<file path="config.mk">
export PLATFORM = sky130hd
export DESIGN_NAME = line_follower_ctrl
export DESIGN_NICKNAME = d
export VERILOG_FILES = /design/src/rtl/line_follower_ctrl.sv
export SDC_FILE = /design/constraint.sdc
export NUM_CORES = 1
export LEC_CHECK = 0
export CAP_MARGIN = 10
export CORE_UTILIZATION = 35
export DETAILED_ROUTE_END_ITERATION = 10
export GPL_TIMING_DRIVEN = 0
export HOLD_SLACK_MARGIN = 0.03
export PLACE_DENSITY_LB_ADDON = 0.2
export SETUP_SLACK_MARGIN = 0.15
export SYNTH_ARGS = -nofsm -noshare
export SYNTH_HDL_FRONTEND = slang
export SYNTH_SLANG_ARGS = --single-unit
</file>
<file path="constraint.sdc">
create_clock -name clk -period 8.1 [get_ports clk]
set_clock_uncertainty 0.1 [all_clocks]
set_input_delay 1.215 -clock clk [delete_from_list [all_inputs] [get_ports clk]]
set_output_delay 1.215 -clock clk [all_outputs]
set_load 0.05 [all_outputs]
</file>
<file path="src/rtl/line_follower_ctrl.sv">
// Purpose: N-sensor line follower with debounce, steering FSM, lost-line search, marker counting and PWM drive.
// Latency: a raw sensor change held stable reaches in1..in4 after DEBOUNCE_CYCLES+3 clock edges.
// Backpressure: none; free-running control loop, enable=0 returns to IDLE on the next edge.
// Ports: clk/rst_n (sync active-low), enable, sensors[N_SENSORS], stop_marks, speed_fast/speed_slow ->
//        in1..in4 H-bridge direction, ena/enb PWM enables, marker_count, lost (sticky), done (sticky).
module line_follower_ctrl #(
    parameter int N_SENSORS       = 3,
    parameter int DEBOUNCE_CYCLES = 4,
    parameter int PWM_WIDTH       = 8,
    parameter int LOST_TIMEOUT    = 1000,
    parameter int MARK_W          = 4
) (
    input  logic                 clk,
    input  logic                 rst_n,
    input  logic                 enable,
    input  logic [N_SENSORS-1:0] sensors,
    input  logic [MARK_W-1:0]    stop_marks,
    input  logic [PWM_WIDTH-1:0] speed_fast,
    input  logic [PWM_WIDTH-1:0] speed_slow,
    output logic                 in1,
    output logic                 in2,
    output logic                 in3,
    output logic                 in4,
    output logic                 ena,
    output logic                 enb,
    output logic [MARK_W-1:0]    marker_count,
    output logic                 lost,
    output logic                 done
);
    localparam int C     = N_SENSORS / 2;
    localparam int DB_W  = $clog2(DEBOUNCE_CYCLES + 1);
    localparam int TMR_W = $clog2(LOST_TIMEOUT + 1);
    localparam logic [DB_W-1:0]  DB_MAX   = DB_W'(DEBOUNCE_CYCLES);
    localparam logic [TMR_W-1:0] TMR_LAST = TMR_W'(LOST_TIMEOUT - 1);
    localparam logic [3:0] CODE_FWD   = 4'b1001;
    localparam logic [3:0] CODE_RIGHT = 4'b0101;
    localparam logic [3:0] CODE_LEFT  = 4'b1010;
    localparam logic [3:0] CODE_STOP  = 4'b1111;

    typedef enum logic [2:0] {S_IDLE, S_FWD, S_RIGHT, S_LEFT, S_CROSS, S_SEARCH, S_HALT} state_t;
    typedef enum logic [2:0] {C_NONE, C_FWD, C_RIGHT, C_LEFT, C_CROSS} cls_t;

    logic [N_SENSORS-1:0] r_sync1, r_sync2, r_cand, r_filt;
    logic [DB_W-1:0]      r_db_cnt, w_db_cnt_nxt;
    state_t               r_state, w_nxt;
    cls_t                 w_cls;
    logic                 w_any_low, w_any_high;
    logic [TMR_W-1:0]     r_tmr, w_tmr_nxt;
    logic [MARK_W-1:0]    r_mark, w_mark_inc;
    logic                 r_lost, r_done, w_lost_set, w_done_set, w_cross_entry;
    logic [3:0]           r_dir, w_dir_nxt;
    logic [PWM_WIDTH-1:0] r_pwm_cnt, w_pwm_nxt, r_duty_a, r_duty_b, w_duty_a_nxt, w_duty_b_nxt, w_target;
    logic                 r_ena, r_enb;

    assign {in1, in2, in3, in4} = r_dir;
    assign ena          = r_ena;
    assign enb          = r_enb;
    assign marker_count = r_mark;
    assign lost         = r_lost;
    assign done         = r_done;

    function automatic state_t cls2state(input cls_t c);
        case (c)
            C_CROSS: cls2state = S_CROSS;
            C_FWD:   cls2state = S_FWD;
            C_RIGHT: cls2state = S_RIGHT;
            C_LEFT:  cls2state = S_LEFT;
            default: cls2state = S_SEARCH;
        endcase
    endfunction

    // Run-length of the synchronised vector; the filter accepts it once DEBOUNCE_CYCLES samples agree.
    always_comb begin
        if (r_sync2 != r_cand)
            w_db_cnt_nxt = DB_W'(1);
        else if (r_db_cnt == DB_MAX)
            w_db_cnt_nxt = r_db_cnt;
        else
            w_db_cnt_nxt = r_db_cnt + 1'b1;
    end

    // Classification of the filtered vector; centre sensor wins over the sides.
    always_comb begin
        w_any_low  = 1'b0;
        w_any_high = 1'b0;
        for (int i = 0; i < C; i++)
            w_any_low = w_any_low | r_filt[i];
        for (int i = C + 1; i < N_SENSORS; i++)
            w_any_high = w_any_high | r_filt[i];
        if (&r_filt)        w_cls = C_CROSS;
        else if (r_filt[C]) w_cls = C_FWD;
        else if (w_any_low) w_cls = C_RIGHT;
        else if (w_any_high) w_cls = C_LEFT;
        else                w_cls = C_NONE;
    end

    assign w_mark_inc = (&r_mark) ? r_mark : r_mark + 1'b1;

    always_comb begin
        w_nxt      = r_state;
        w_tmr_nxt  = '0;
        w_lost_set = 1'b0;
        if (!enable) begin
            w_nxt = S_IDLE;
        end else begin
            case (r_state)
                S_IDLE:                   w_nxt = S_FWD;
                S_FWD, S_RIGHT, S_LEFT,
                S_CROSS:                  w_nxt = cls2state(w_cls);
                S_SEARCH: begin
                    if (w_cls != C_NONE) begin
                        w_nxt = cls2state(w_cls);
                    end else if (r_tmr == TMR_LAST) begin
                        w_nxt      = S_HALT;
                        w_lost_set = 1'b1;
                    end else begin
                        w_tmr_nxt = r_tmr + 1'b1;
                    end
                end
                S_HALT:                   w_nxt = S_HALT;
                default:                  w_nxt = S_IDLE;
            endcase
        end
        // Only the first cycle of a contiguous crossing counts; the final mark halts straight away.
        w_cross_entry = (w_nxt == S_CROSS) && (r_state != S_CROSS);
        w_done_set    = w_cross_entry && (stop_marks != '0) && (w_mark_inc == stop_marks);
        if (w_done_set)
            w_nxt = S_HALT;
    end

    always_comb begin
        case (w_nxt)
            S_FWD, S_CROSS: w_dir_nxt = CODE_FWD;
            S_RIGHT:        w_dir_nxt = CODE_RIGHT;
            S_LEFT:         w_dir_nxt = CODE_LEFT;
            S_SEARCH:       w_dir_nxt = r_dir;  // keep steering the way the line was last seen
            default:        w_dir_nxt = CODE_STOP;
        endcase
    end

    // Duties follow the state being entered; they change only at the period boundary except for stops.
    always_comb begin
        case (w_nxt)
            S_FWD, S_CROSS:             w_target = speed_fast;
            S_RIGHT, S_LEFT, S_SEARCH:  w_target = speed_slow;
            default:                    w_target = '0;
        endcase
        w_pwm_nxt    = r_pwm_cnt + 1'b1;
        w_duty_a_nxt = r_duty_a;
        w_duty_b_nxt = r_duty_b;
        if (w_nxt == S_IDLE || w_nxt == S_HALT) begin
            w_duty_a_nxt = '0;
            w_duty_b_nxt = '0;
        end else if (&r_pwm_cnt) begin
            w_duty_a_nxt = w_target;
            w_duty_b_nxt = w_target;
        end
    end

    always_ff @(posedge clk) begin
        if (!rst_n) begin
            r_sync1   <= '0;
            r_sync2   <= '0;
            r_cand    <= '0;
            r_filt    <= '0;
            r_db_cnt  <= '0;
            r_state   <= S_IDLE;
            r_tmr     <= '0;
            r_mark    <= '0;
            r_lost    <= 1'b0;
            r_done    <= 1'b0;
            r_dir     <= CODE_STOP;
            r_pwm_cnt <= '0;
            r_duty_a  <= '0;
            r_duty_b  <= '0;
            r_ena     <= 1'b0;
            r_enb     <= 1'b0;
        end else begin
            r_sync1  <= sensors;
            r_sync2  <= r_sync1;
            r_cand   <= r_sync2;
            r_db_cnt <= w_db_cnt_nxt;
            if (w_db_cnt_nxt == DB_MAX)
                r_filt <= r_sync2;

            r_state <= w_nxt;
            r_tmr   <= w_tmr_nxt;
            r_dir   <= w_dir_nxt;
            if (r_state == S_IDLE && w_nxt == S_FWD) begin
                r_mark <= '0;
                r_lost <= 1'b0;
                r_done <= 1'b0;
            end else begin
                if (w_cross_entry) r_mark <= w_mark_inc;
                if (w_done_set)    r_done <= 1'b1;
                if (w_lost_set)    r_lost <= 1'b1;
            end

            r_pwm_cnt <= w_pwm_nxt;
            r_duty_a  <= w_duty_a_nxt;
            r_duty_b  <= w_duty_b_nxt;
            r_ena     <= (w_pwm_nxt < w_duty_a_nxt);
            r_enb     <= (w_pwm_nxt < w_duty_b_nxt);
        end
    end
endmodule

</file>
==> summary by stage <==
Detailed routing
Using the TritonRoute via totals, the vias-per-cell ratio works out to 5.23. The first detailed-routing pass ran for 5 iterations. The post-route antenna net violation count is 0. For this block, the routed nets add up to about 7500 microns of wire. Summing over every cut layer, the via total after detailed routing is approximately 2800. The number of DRC violations after detailed routing is 0. The first routing iteration left about 130 violations. In the final routed layout, each cell accounts on average for 14.1 microns.

Power and ir drop
Power comes to ~0.70 mW. Sequential cells burn a little under half of the power. The share of total power dissipated in the clock network is a little over two fifths. The internal portion of the total power is around 0.53 mW.

The switching power is approximately 0.16 mW. For this design the static power due to leakage is 1.51 nW. In this run, the combinational gates consume approximately a tenth of the power. Net switching is 23.6% of the power.

The power per unit of standard cell area is about 170 mW/mm^2. IR analysis of the VDD net gives a maximum drop of about 100 uV.

Global route
After global routing the overflow that remains totals 0. The largest net degree at the start of global routing is 12. Global routing consumed, over all layers together, approximately 16% of the routing resources.

The via count of the first global-routing pass is 2600. For met2 alone, demand over resource in global routing was ~25%. Global routing consumed, on the met1 layer, a little over a fifth of the routing resources. For met3 alone, demand over resource in global routing was under 10%. The initial antenna violation count is 0. The first global-routing pass estimated ~12000 microns of wire.

After global routing, the most crowded layer is met2.

Synth
The number of enable flip-flop cells after synthesis is 0. The register area share after synthesis is 39.2%. Yosys attributes the largest share of cell area to dfxtp_1, ha_1, nor2_1. The post-synthesis sequential element count is between 60 and 70. dfxtp_1 takes more of the synthesized area than any other cell. The most used flip-flop cell after synthesis is dfxtp_1. The post-synthesis instance area is 0.00327 sq mm.

After synthesis, the share of flip-flops with an asynchronous set or reset is 0%. The number of synthesis warnings is 0. The post-synthesis cell count is 369. The average size of a mapped cell is about 9 sq um. Of the post-synthesis cell area, the dominant cell type holds just under 40%. The number of different library cells used by synthesis comes to between 40 and 50. The number of nets handed over by synthesis was between 400 and 500.

Clock network
Once the clock tree was built, the resizer swapped 0 gates to a different size. The number of buffers inserted during clock tree synthesis is 9. The worst-skew pair later-pin latency is approximately 0.35 ns.

The clock tree synthesis step divided the H-tree into 3 levels. The post-CTS setup buffer count is 0. The root cell of the clock tree is clkbuf_8.

After clock tree synthesis, the clock-pin slew on the worst setup and hold paths is 0.07 ns. The quantity of hold-fixing buffers added after cts is 0. The clock tree from TritonCTS is built. The clock passes through at most 2 buffers. CTS saw 64 sinks.

Floorplan
The starting density of the core is 36.8%. The count of boundary I/O pins is 38. The total area inside the core boundary comes to 0.00889 sq mm.

The floorplan has 34 rows. The die outline height is 98.7 microns. The chip width is a little under 100 microns.

The total die area is about 0.01 sq mm.

Timing
The final critical-path share of the clock period is between 50% and 60%. Once routing completed, OpenROAD measured the worst setup slack at around 3.5 ns. The final setup violation count is 0. For the pin with the worst max-slew slack, the measured transition is 0.761 ns. The final worst hold slack is around 0.33 ns.

The worst-case headroom to the max-slew limit is 49.3%. Subtracting the final worst setup slack from the clock period gives 4.64 ns. Setup repair after global routing left no endpoint under its margin. In the final timing run, aggregate negative setup slack is 0 ns. The total count of hold-check failures in the final report was 0. The achievable frequency is 216 MHz. The number of pins exceeding their max-slew limit in the final report is 0.

Cells and area
0 antenna diodes ended up in the layout. The core occupancy in the finished layout is between 40% and 50%. The finished cells cover roughly 0.0040 sq mm.

The multi-input combinational cells in the finished layout cover a total of 0.00191 sq mm. The filler-free cell count of the finished design is 530. In the layout the commonest cells are dfxtp_1, nor2_1, clkdlybuf4s50_1. The most common library cell in the layout ignoring fill and taps is dfxtp_1. The layout cell share with drive strength beyond 1 is under 10%. At the end of the flow, the number of nets in the layout was between 400 and 500. The filler cells instantiated in the layout total roughly 870. From synthesis to final layout, the design area changed by 22.2%. The area taken by flip-flops and latches is between 0.001 and 0.0015 sq mm.

Outcome
The flow ran to the end, and the final reports show no timing, DRC or antenna violations.

Place
After detailed placement, the total cell area comes to 0.00378 sq mm. The detailed placer's ending HPWL is 5620 microns. The global placer's final weighted congestion is 0.803.

Buffers placed on the I/O ports in this run total 37. Including well taps, the total number of placed cells is 514. At the placement stage, the worst setup path has a slack of slightly above 3 ns.

Worst setup path
Of all nets on the critical path, the largest fanout is 8. The required time at the worst-slack endpoint is just over 8 ns. The critical path startpoint category is a primary input.

The worst setup path is captured at a register. Data arrives at the worst endpoint at roughly 4.8 ns. For flop-to-flop paths, the worst setup slack is between 3 and 4 ns. The critical path is of the in2reg type.

Run
The number of max-cap violations is 0.

Min path
The tightest min-delay check is of the reg2reg type.
[layer usage]
layer / vias to the layer above / wire length [microns]
li1: 1413 / -
met1: 1293 / 3800
met2: 59 / 3260
met3: 8 / 325
met4: 0 / 87
met5: - / 0
[Yosys cell counts (10+ instances only)]
master     n
nand2_1   33
a221o_1   14
xor2_1    13
ha_1      19
o21ai_0   11
nand3_1   12
nor2_1    43
and3_1    14
and2_1    19
nor2b_1   17
dfxtp_1   64
nor3_1    11
clkbuf_1  10
[registers in the layout (all words and copies together), names as in the netlist]
name,cells
r_dir,4
ena,1
lost,1
r_state,3
r_db_cnt,3
r_filt,3
marker_count,4
r_tmr,10
r_cand,3
done,1
r_duty_a,8
r_pwm_cnt,8
r_sync1,3
enb,1
r_duty_b,8
r_sync2,3
[worst max-delay path, stage by stage]
cell and delay [ns]:
clkdlybuf4s50_1 0.52, nand2_1 0.16, nor4_4 0.45, nand2_1 0.15
o22ai_1 0.61, and3_1 0.28, a221o_1 0.13, nand2_1 0.07
ha_1 0.35, a2111oi_0 0.40, nand4_1 0.14, a221oi_1 0.30
[path summary, 6_finish.rpt]
check	start	to	cells past startpoint
worst max register to register	marker_count[0]$_SDFFE_PP0P_	enb$_SDFF_PN0_	14
worst max-delay path	enable	enb$_SDFF_PN0_	12
worst min register to register	r_sync1[0]$_SDFF_PN0_	r_sync2[0]$_SDFF_PN0_	1
worst min-delay path	r_sync1[0]$_SDFF_PN0_	r_sync2[0]$_SDFF_PN0_	1
[cells by family after synthesis]
group | Yosys count | synth area share [%]
XOR/XNOR | 21 | 5.62
multiplexers | 10 | 3.14
flip-flops | 64 | 39.2
buffers and inverters | 19 | 2.33
AND/OR/NAND/NOR | 174 | 27.8
adder cells (fa/ha/maj) | 19 | 7.27
AO/OA/AOI/OAI | 62 | 14.7
[area by class of cell]
class | instances | share of cell area, %
buffer | 12 | 1.25
sequential | 64 | 32.1
tap | 108 | 3.38
inverter | 7 | 0.657
clock inverter | 6 | 2.07
timing repair buffer | 37 | 9.27
multi-input combinational | 286 | 47.9
clock buffer | 10 | 3.44
[power by group through the flow]
stage | clock (mW) | combinational (mW) | sequential (mW)
after floorplan | 0 | 0.0318 | 0.340
after global placement | 0 | 0.0648 | 0.334
after detailed placement | 0 | 0.0663 | 0.334
after CTS | 0.315 | 0.0666 | 0.327
after global routing | 0.327 | 0.0725 | 0.327
final | 0.305 | 0.0660 | 0.327
No activity file was read; power rests on OpenSTA's default activity.
